`config.mk`:
```
export PLATFORM = sky130hd
export DESIGN_NAME = out_requant_packer
export DESIGN_NICKNAME = d
export VERILOG_FILES = /design/src/rtl/out_requant_packer.sv
export SDC_FILE = /design/constraint.sdc
export NUM_CORES = 1
export LEC_CHECK = 0
export CAP_MARGIN = 25
export CELL_PAD_IN_SITES_DETAIL_PLACEMENT = 0
export CELL_PAD_IN_SITES_GLOBAL_PLACEMENT = 1
export CORE_MARGIN = 8
export CORE_UTILIZATION = 28
export CTS_CLUSTER_DIAMETER = 200
export DETAILED_ROUTE_END_ITERATION = 8
export GPL_TIMING_DRIVEN = 0
export HOLD_SLACK_MARGIN = 0.12
export PLACE_DENSITY = 0.5
export SYNTH_ARGS = -nofsm -noshare
export SYNTH_HDL_FRONTEND = slang
export SYNTH_SLANG_ARGS = --single-unit
```
`constraint.sdc`:
```
create_clock -name clk -period 3.93 [get_ports clk]
set_input_delay 0.9825 -clock clk [delete_from_list [all_inputs] [get_ports clk]]
set_output_delay 0.9825 -clock clk [all_outputs]
set_load 0.005 [all_outputs]
```
`src/rtl/out_requant_packer.sv`:
```
// out_requant_packer: requantises 32-bit signed MAC accumulations to 16-bit
// signed lanes and packs them three at a time into a small group FIFO.
// The 3-lane groups are released through a valid/ready output.
// A flush command emits a trailing partial group.
//
// Handshakes (valid/ready): a transfer happens on a rising edge where both
// valid and ready are high. acc_ready is computed from registered state
// only. out_valid/out_1..3/out_count show the FIFO head combinationally,
// and a pop happens when out_valid && out_ready.
module out_requant_packer #(
  parameter int ACCUMULATION_WIDTH = 32,
  parameter int IO_DATA_WIDTH      = 16,
  parameter int FIFO_DEPTH         = 4,
  parameter int SHIFT_WIDTH        = 5
) (
  input  logic                          clk,
  input  logic                          arst_n_in,
  input  logic [ACCUMULATION_WIDTH-1:0] acc_in,
  input  logic                          acc_valid,
  output logic                          acc_ready,
  input  logic [SHIFT_WIDTH-1:0]        shift_amt,
  input  logic                          flush,
  output logic [IO_DATA_WIDTH-1:0]      out_1,
  output logic [IO_DATA_WIDTH-1:0]      out_2,
  output logic [IO_DATA_WIDTH-1:0]      out_3,
  output logic [1:0]                    out_count,
  output logic                          out_valid,
  input  logic                          out_ready,
  output logic                          busy
);

  localparam int AW = ACCUMULATION_WIDTH;
  localparam int DW = IO_DATA_WIDTH;
  localparam int PW = (FIFO_DEPTH > 1) ? $clog2(FIFO_DEPTH) : 1;
  localparam int CW = $clog2(FIFO_DEPTH + 1);
  localparam logic signed [AW:0] SAT_MAX = {{(AW-DW+2){1'b0}}, {(DW-1){1'b1}}};
  localparam logic signed [AW:0] SAT_MIN = {{(AW-DW+2){1'b1}}, {(DW-1){1'b0}}};

  // Requant stage register
  logic                   s1_valid;
  logic [DW-1:0]          s1_data;
  // Packer state: two held lanes and the next lane index
  logic [DW-1:0]          lane0, lane1;
  logic [1:0]             lane_cnt;
  logic                   flush_pend;
  // Group FIFO
  logic [DW-1:0]          mem_l0 [FIFO_DEPTH];
  logic [DW-1:0]          mem_l1 [FIFO_DEPTH];
  logic [DW-1:0]          mem_l2 [FIFO_DEPTH];
  logic [1:0]             mem_cnt[FIFO_DEPTH];
  logic [PW-1:0]          wr_ptr, rd_ptr;
  logic [CW-1:0]          count;

  logic                   accept, push, pop, full, flush_do;
  logic [DW-1:0]          push_l0, push_l1, push_l2;
  logic [1:0]             push_cnt;
  logic [SHIFT_WIDTH-1:0] s_clamped;
  logic signed [AW:0]     acc_ext, rnd, sum, shifted;
  logic [DW-1:0]          req_val;

  assign full      = (count == CW'(FIFO_DEPTH));
  assign out_valid = (count != '0);
  assign acc_ready = (count <= CW'(FIFO_DEPTH - 2)) && !flush_pend;
  assign accept    = acc_valid && acc_ready;
  assign pop       = out_valid && out_ready;
  // A flush completes only once the requant stage has drained into the lanes
  assign flush_do  = flush_pend && !s1_valid && !full;
  assign busy      = s1_valid || (lane_cnt != 2'd0) || out_valid || flush_pend;

  // Rounding arithmetic right shift in AW+1 bits, then saturate to DW bits
  always_comb begin
    s_clamped = shift_amt;
    if (int'(shift_amt) > AW - 1) s_clamped = SHIFT_WIDTH'(AW - 1);
    acc_ext = {acc_in[AW-1], acc_in};
    rnd     = '0;
    if (s_clamped != '0) rnd = (AW+1)'(1) << (s_clamped - SHIFT_WIDTH'(1));
    sum     = acc_ext + rnd;
    shifted = sum >>> s_clamped;
    if (shifted > SAT_MAX)      req_val = SAT_MAX[DW-1:0];
    else if (shifted < SAT_MIN) req_val = SAT_MIN[DW-1:0];
    else                        req_val = shifted[DW-1:0];
  end

  // Select what gets pushed: a completed 3-lane group or a flushed partial one
  always_comb begin
    push     = 1'b0;
    push_l0  = lane0;
    push_l1  = lane1;
    push_l2  = s1_data;
    push_cnt = 2'd3;
    if (s1_valid && lane_cnt == 2'd2) begin
      push = 1'b1;
    end else if (flush_do && lane_cnt != 2'd0) begin
      push     = 1'b1;
      push_l1  = (lane_cnt == 2'd2) ? lane1 : '0;
      push_l2  = '0;
      push_cnt = lane_cnt;
    end
  end

  // Requant register, packer lanes and flush bookkeeping
  always_ff @(posedge clk or negedge arst_n_in) begin
    if (!arst_n_in) begin
      s1_valid   <= 1'b0;
      s1_data    <= '0;
      lane0      <= '0;
      lane1      <= '0;
      lane_cnt   <= 2'd0;
      flush_pend <= 1'b0;
    end else begin
      s1_valid <= accept;
      if (accept) s1_data <= req_val;
      if (s1_valid) begin
        if (lane_cnt == 2'd0) lane0 <= s1_data;
        if (lane_cnt == 2'd1) lane1 <= s1_data;
        lane_cnt <= (lane_cnt == 2'd2) ? 2'd0 : lane_cnt + 2'd1;
      end else if (flush_do) begin
        lane_cnt <= 2'd0;
      end
      if (flush_do)   flush_pend <= 1'b0;
      else if (flush) flush_pend <= 1'b1;
    end
  end

  // FIFO pointers and occupancy; a push with a pop leaves count unchanged
  always_ff @(posedge clk or negedge arst_n_in) begin
    if (!arst_n_in) begin
      wr_ptr <= '0;
      rd_ptr <= '0;
      count  <= '0;
    end else begin
      if (push) wr_ptr <= (wr_ptr == PW'(FIFO_DEPTH - 1)) ? '0 : wr_ptr + PW'(1);
      if (pop)  rd_ptr <= (rd_ptr == PW'(FIFO_DEPTH - 1)) ? '0 : rd_ptr + PW'(1);
      case ({push, pop})
        2'b10:   count <= count + CW'(1);
        2'b01:   count <= count - CW'(1);
        default: count <= count;
      endcase
    end
  end

  // FIFO storage; contents are never visible while the entry is unoccupied
  always_ff @(posedge clk) begin
    if (push) begin
      mem_l0[wr_ptr]  <= push_l0;
      mem_l1[wr_ptr]  <= push_l1;
      mem_l2[wr_ptr]  <= push_l2;
      mem_cnt[wr_ptr] <= push_cnt;
    end
  end

  // Head of FIFO, forced to zero when empty
  always_comb begin
    out_1     = '0;
    out_2     = '0;
    out_3     = '0;
    out_count = 2'd0;
    if (out_valid) begin
      out_1     = mem_l0[rd_ptr];
      out_2     = mem_l1[rd_ptr];
      out_3     = mem_l2[rd_ptr];
      out_count = mem_cnt[rd_ptr];
    end
  end

endmodule

```
After elaboration in Yosys (flattened, before gate mapping)
Memory sizes are Yosys's and may differ from the RTL's.
Index checks and enable logic that the tools add are counted.
Cells by class
  shift-type cells: 2
  add/sub/neg operators: 7
  magnitude comparators: 3
  reductions and logical operators: 22
  eq/ne operators: 7
  muxes and demuxes: 26
Operator list (number)
  16-bit 2-to-1 mux: 10
  32-bit by 33-bit adder with 33-bit output: 1
  33-bit by 16-bit > comparator with 1-bit output, second input constant: 1
  33-bit by 16-bit less-than comparator with 1-bit output, second input constant: 1
  33-bit 2-to-1 mux: 1
  1-bit by 5-bit left shift with 33-bit output, first input constant: 1
  33-bit by 5-bit >>> shifter with 33-bit output: 1
  2-bit 2-to-1 mux: 8
  2-bit equality test, second input constant: 4
  2-bit nonzero test: 4
  1-bit logical AND: 7
  2-bit by 1-bit adder with 2-bit output, second input constant: 3
  1-bit 2-to-1 mux: 6
  3-bit case mux with 2 select lines: 1
  5-bit nonzero test: 1
  5-bit by 1-bit subtractor with 5-bit output, second input constant: 1
  2-bit by 1-bit equality test with 1-bit output, second input constant: 2
  2-bit AND reduction: 2
  3-bit by 1-bit adder with 3-bit output, second input constant: 1
  3-bit equality test, second input constant: 1
  3-bit by 2-bit <= comparator with 1-bit output, second input constant: 1
  1-bit zero test: 3
  1-bit logical OR: 3
  3-bit nonzero test: 1
  2 further kinds: 2
Word-level totals
  output and inout bits: 53
  memories: 4
  memory bits (writable): 200
  bits in registers: 59
  input bits: 42
  logic and storage cells: 80
Memories
  mem_l0: depth 4, width 16, rd ports 1, clocked after Yosys merged registers in 0, wr ports 1, line 47  | logic [DW-1:0] mem_l0 [FIFO_DEPTH];
  mem_l1: depth 4, width 16, rd ports 1, clocked after Yosys merged registers in 0, wr ports 1, line 48  | logic [DW-1:0] mem_l1 [FIFO_DEPTH];
  mem_l2: depth 4, width 16, rd ports 1, clocked after Yosys merged registers in 0, wr ports 1, line 49  | logic [DW-1:0] mem_l2 [FIFO_DEPTH];
  mem_cnt: depth 4, width 2, rd ports 1, clocked after Yosys merged registers in 0, wr ports 1, line 50  | logic [1:0] mem_cnt[FIFO_DEPTH];

Longest topological paths before layout
  depth after elaboration: 8
  depth in mapped cells: 24
  mapped depth without buffers: 18

Worst setup path before layout
Ideal clock, no wire load.
  kind: in2reg
  from: input shift_amt[2]
  to: register s1_data[14]
  slack: -2.712 ns
  library setup time: 0.129 ns
  stages on the path: 23
  arrival time: 6.513 ns
  data required time: 3.801 ns
  path buffers: 8
  path through: buf_2 -> clkbuf_1 -> clkbuf_1 -> buf_1 -> clkbuf_1 -> buf_1 -> nand2_1 -> nor2_1 -> ha_1 -> buf_2 -> o21ai_1 -> nor2_1 -> or4_1 -> a21oi_1 -> o21ai_1 -> and2_1 -> mux4_2 -> a211oi_2 -> o22ai_1 -> or4b_1 -> o31a_1 -> buf_6 -> o41a_1
Between the ends
  longest elaborated chain between the ends: 8
  elaborated cells between the ends (all ways): 10
  classes of those cells: 2 x add/sub; 2 x order compare; 2 x shift; 3 x mux; 1 x reduce/logical
Ends and longest elaborated chain
  start: declaration: line 21  | input logic [SHIFT_WIDTH-1:0] shift_amt,
  5-bit by 1-bit subtractor with 5-bit output: line 76  | if (s_clamped != '0) rnd = (AW+1)'(1) << (s_clamped - SHIFT_WIDTH'(1));
  1-bit by 5-bit left shift with 33-bit output: line 76
  33-bit 2-to-1 mux: line 76
  32-bit by 33-bit adder with 33-bit output: line 77  | sum = acc_ext + rnd;
  33-bit by 5-bit >>> shifter with 33-bit output *: line 78  | shifted = sum >>> s_clamped;
  33-bit by 16-bit less-than comparator with 1-bit output: line 80  | else if (shifted < SAT_MIN) req_val = SAT_MIN[DW-1:0];
  16-bit 2-to-1 mux: line 80
  16-bit 2-to-1 mux *: line 79  | if (shifted > SAT_MAX) req_val = SAT_MAX[DW-1:0];
  end signal: assignment: line 112  | if (accept) s1_data <= req_val;
  end: declaration: line 41  | logic [DW-1:0] s1_data;
Mark *: on every way between the ends. The rest lies on a longest branch, timed or not.
A chain may end at the register's enable or synchronous reset.

Worst setup path in the final report
  from: input shift_amt[0]
  to: register s1_data[1]
The elaborated chain is that of the path after synthesis.

==> results.py <==
metrics = {
    "sta": {
        "finalSetupViolCount": 15,
        "finalClockSkew_ns": 0.0132,
        "rsz0062_at_grt": "yes",
        "final_max_slew_viol_count": 0,
        "slew_headroom_pct": 31.8,
        "clock.fmax_mhz": 190,
        "post-route-min-period_ns": 5.27,
        "finalCritPeriodShare_pct": 134,
        "worst_pin_slew_ns": 1.02,
        "holdWs_ns": 0.496,
        "worst_slack_ns": -1.34,
        "hold_viol_final": 0,
        "tns_ns": -19.70,
    },
    "run_status": {
        "violations": "setup timing",
        "run_status": "complete, but fails checks",
    },
    "power_and_ir_drop": {
        "swShare_pct": 32.3,
        "vdd_drop_max_mv": 0.301,
        "power_switching_uw": 3540,
        "leakage_uw": 0.00792,
        "seqPwrFrac_pct": 39.0,
        "powerDensity_nw_per_um2": 490,
        "p_comb_share_pct": 40.5,
        "intPower_uw": 7430,
        "clock_power_share_pct": 20.5,
    },
    "floorplanning": {
        "fp-row-count": 86,
        "coreArea_um2": 55200,
        "die-area_um2": 63900,
        "pin_count": 95,
        "die-height_um": 253,
        "die_w_um": 253,
        "initial_core_util_pct": 28.4,
    },
    "clocking": {
        "clk_latency_ns": 0.52,
        "clk_pin_slew_ns": 0.06,
        "cts_root_buf": "clkbuf_16",
        "tritoncts": "built",
        "htree_num_levels": 1,
        "clkSinkCount": 259,
        "cts_buffers": 25,
        "cts_buffer_depth": 3,
        "cts_hold_buffers": 0,
    },
    "worst_setup_path": {
        "path_delay_family": "compound AO/OA/AOI/OAI gates",
        "endpoint_kind": "flop",
        "path_cells": "buf_8, buf_8, inv_6, nand2_8, clkbuf_16, nor2_1, ha_2, buf_4, a21oi_4, o21ai_2, a41oi_4, nand2_1, a31oi_4, a21oi_2, nor4_4, nand2_1, a211o_1, a2111o_1, buf_6, or3b_1, a31oi_1",
        "cp.required_ns": 4.36,
        "crit_type": "primary input to flop",
        "cp-start-kind": "primary input",
        "worst_path_max_delay_cell": "a2111o_1",
        "crit_fanout": 9,
        "arrival_ns": 5.70,
        "max_stage_delay_ns": 0.54,
        "crit_buf_inv": 6,
    },
    "global_route": {
        "grt_max_degree": 60,
        "antenna_found_initial": 1,
        "grt_pass1_vias": 13378,
        "grtUsageTotal_pct": 17.3,
        "grt_pass1_wl_mm": 84.7,
        "gr-total-overflow": 0,
    },
    "route": {
        "wire_per_inst_um": 23.1,
        "routed_via_density": 5.26,
        "drt-initial-drc-count": 707,
        "ant_nets": 0,
        "drt-total-wl_mm": 56.5,
        "vias": 12834,
        "drc": 0,
        "drtPass1Iterations": 8,
    },
    "synthesis": {
        "synth_top_area_share_pct": 38.3,
        "netlist_area_um2": 15700,
        "synth-seq-cells": 259,
        "syn_inst": 1376,
        "synth_ff_type": "edfxtp_1",
        "synth-async-reset-ratio_pct": 22.8,
        "synth.area.top_cells": "edfxtp_1, dfrtp_1, mux4_2",
        "yosysTopAreaCell": "edfxtp_1",
        "ys_warn_count": 0,
        "seq_area_frac_synth_pct": 47.7,
        "synth-edff-count": 200,
        "yosysUniqueCellTypes": 100,
        "syn_area_per_cell_um2": 11.4,
        "synthesis.nets": 1458,
    },
    "final_layout": {
        "drive_above_1_share_pct": 38.1,
        "final_common_cell": "edfxtp_1",
        "syn2layout_area_growth_pct": 42.7,
        "final_area_um2": 22400,
        "num_antenna_cells": 0,
        "final_cell_mix": "edfxtp_1, buf_4, clkdlybuf4s50_1",
        "nets": 1757,
    },
    "placement": {
        "portBuffers": 91,
        "placed_area_um2": 17900,
        "gp_congestion": 0.871,
        "dp_hpwl_mm": 39.5,
    },
    "flow_run": {
        "maxCapViolations": 0,
    },
    "worst_hold_path": {
        "min_path_type": "flop to flop",
    },
}
final cells by class:
cell class | instances | area [µm²]
Buffer | 81 | 813
Clock buffer | 34 | 669
Clock inverter | 11 | 91.3
Fill cell | 5313 | 32800
Inverter | 29 | 144
Multi-Input combinational cell | 998 | 9690
Sequential cell | 259 | 7480
Tap cell | 748 | 936
Timing Repair Buffer | 281 | 2560
power groups by stage:
stage	clock [µW]	sequential (µW)	combinational, µW
CTS	2310	4310	4450
floorplan	0	4090	2430
detailed placement	0	4350	4130
finish	2250	4280	4440
global placement	0	4350	4060
global route	2410	4370	4830
repair_timing:
item | 4_1_cts | 5_1_grt
cloned | 4 | 0
hold endpoints to repair | 0 | 0
endpoints found under the setup margin | 63 | 29
setup buffers | 128 | 56
gates resized for setup | 360 | 145
pin swaps | 100 | 90
kinds of logic (layout without fill, tap and decap cells):
family | after synthesis | after routing | synth area share (%)
and+or+nand+nor | 476 | 476 | 15.4
AOI/OAI and AO/OA | 337 | 337 | 16.1
DFF | 259 | 259 | 47.7
muxes | 125 | 125 | 13.2
buffers and inverters | 119 | 436 | 3.12
adders and majority gates | 40 | 40 | 3.29
xor gates and xnor gates | 19 | 19 | 1.11
other | 1 | 1 | 0.0239
stage by stage:
step	std cells	total power [µW]	util (%)	setup WS [ns]
5_1_grt	2441	11600	40.6	-1.49
4_1_cts	2392	11100	38.8	-1.44
3_5_place_dp	2217	8480	32.4	-4.57
6_report	2441	11000	40.6	-1.34
2_1_floorplan	1376	6520	-	-1.65
3_3_place_gp	2215	8400	32.3	-4.45
flip-flops by register name, indices dropped and copies added (netlist names):
| signal | cells |
|---|---|
| s1_data | 16 |
| flush_pend | 1 |
| count | 3 |
| lane_cnt | 2 |
| s1_valid | 1 |
| mem_cnt | 8 |
| lane0 | 16 |
| wr_ptr | 2 |
| mem_l1 | 64 |
| mem_l0 | 64 |
| rd_ptr | 2 |
| mem_l2 | 64 |
| lane1 | 16 |
worst paths after layout:
kind / startpoint / endpoint / cells past startpoint / slack [ns]
min in group asynchronous: arst_n_in / lane0[9] / 1 / 0.56
worst max register to register: count[0] / s1_data[14] / 8 / 0.88
worst max-delay path: shift_amt[0] / s1_data[1] / 21 / -1.34
worst min-delay path: lane1[4] / lane1[4] / 1 / 0.50
max in group asynchronous: arst_n_in / lane0[2] / 1 / 2.78
worst min register to register: lane1[4] / lane1[4] / 1 / 0.50
worst register-to-register path: stages, from the launching register on:
cell      delay (ns)
dfrtp_1         0.41
a211oi_1        0.51
nand2_1         0.40
nor2_1          0.22
nand4_1         0.10
or4b_4          0.55
o31a_1          0.26
buf_6           0.14
o41a_1          0.31
metal layers:
layer | wire length (µm) | vias up | global-route usage (%)
met5 | 13 | - | 0
met4 | 1790 | 2 | 6.13
met3 | 1780 | 91 | 1.61
met2 | 29600 | 293 | 31.8
met1 | 23300 | 6469 | 20.7
li1 | - | 5979 | -
Yosys cell counts (all sizes together), types with 7 or more instances:
master   instances
edfxtp         200
nor2           104
and2            85
a211o           10
dfrtp           59
xnor2           13
nand2          102
nand4           19
o32a             9
nand3           26
o31ai            7
a21o            19
a41oi            7
o211ai          11
a21oi           62
mux4            61
nor4            17
mux2i           20
clkbuf          50
mux2            44
or3             11
inv             29
nand2b           7
a2111oi          9
buf             40
a31oi           16
a211oi          25
nor3            49
and3            12
o21a             7
ha              38
nor2b           19
o21ai           61
o311ai           8
(Power assumes the default switching activity.)
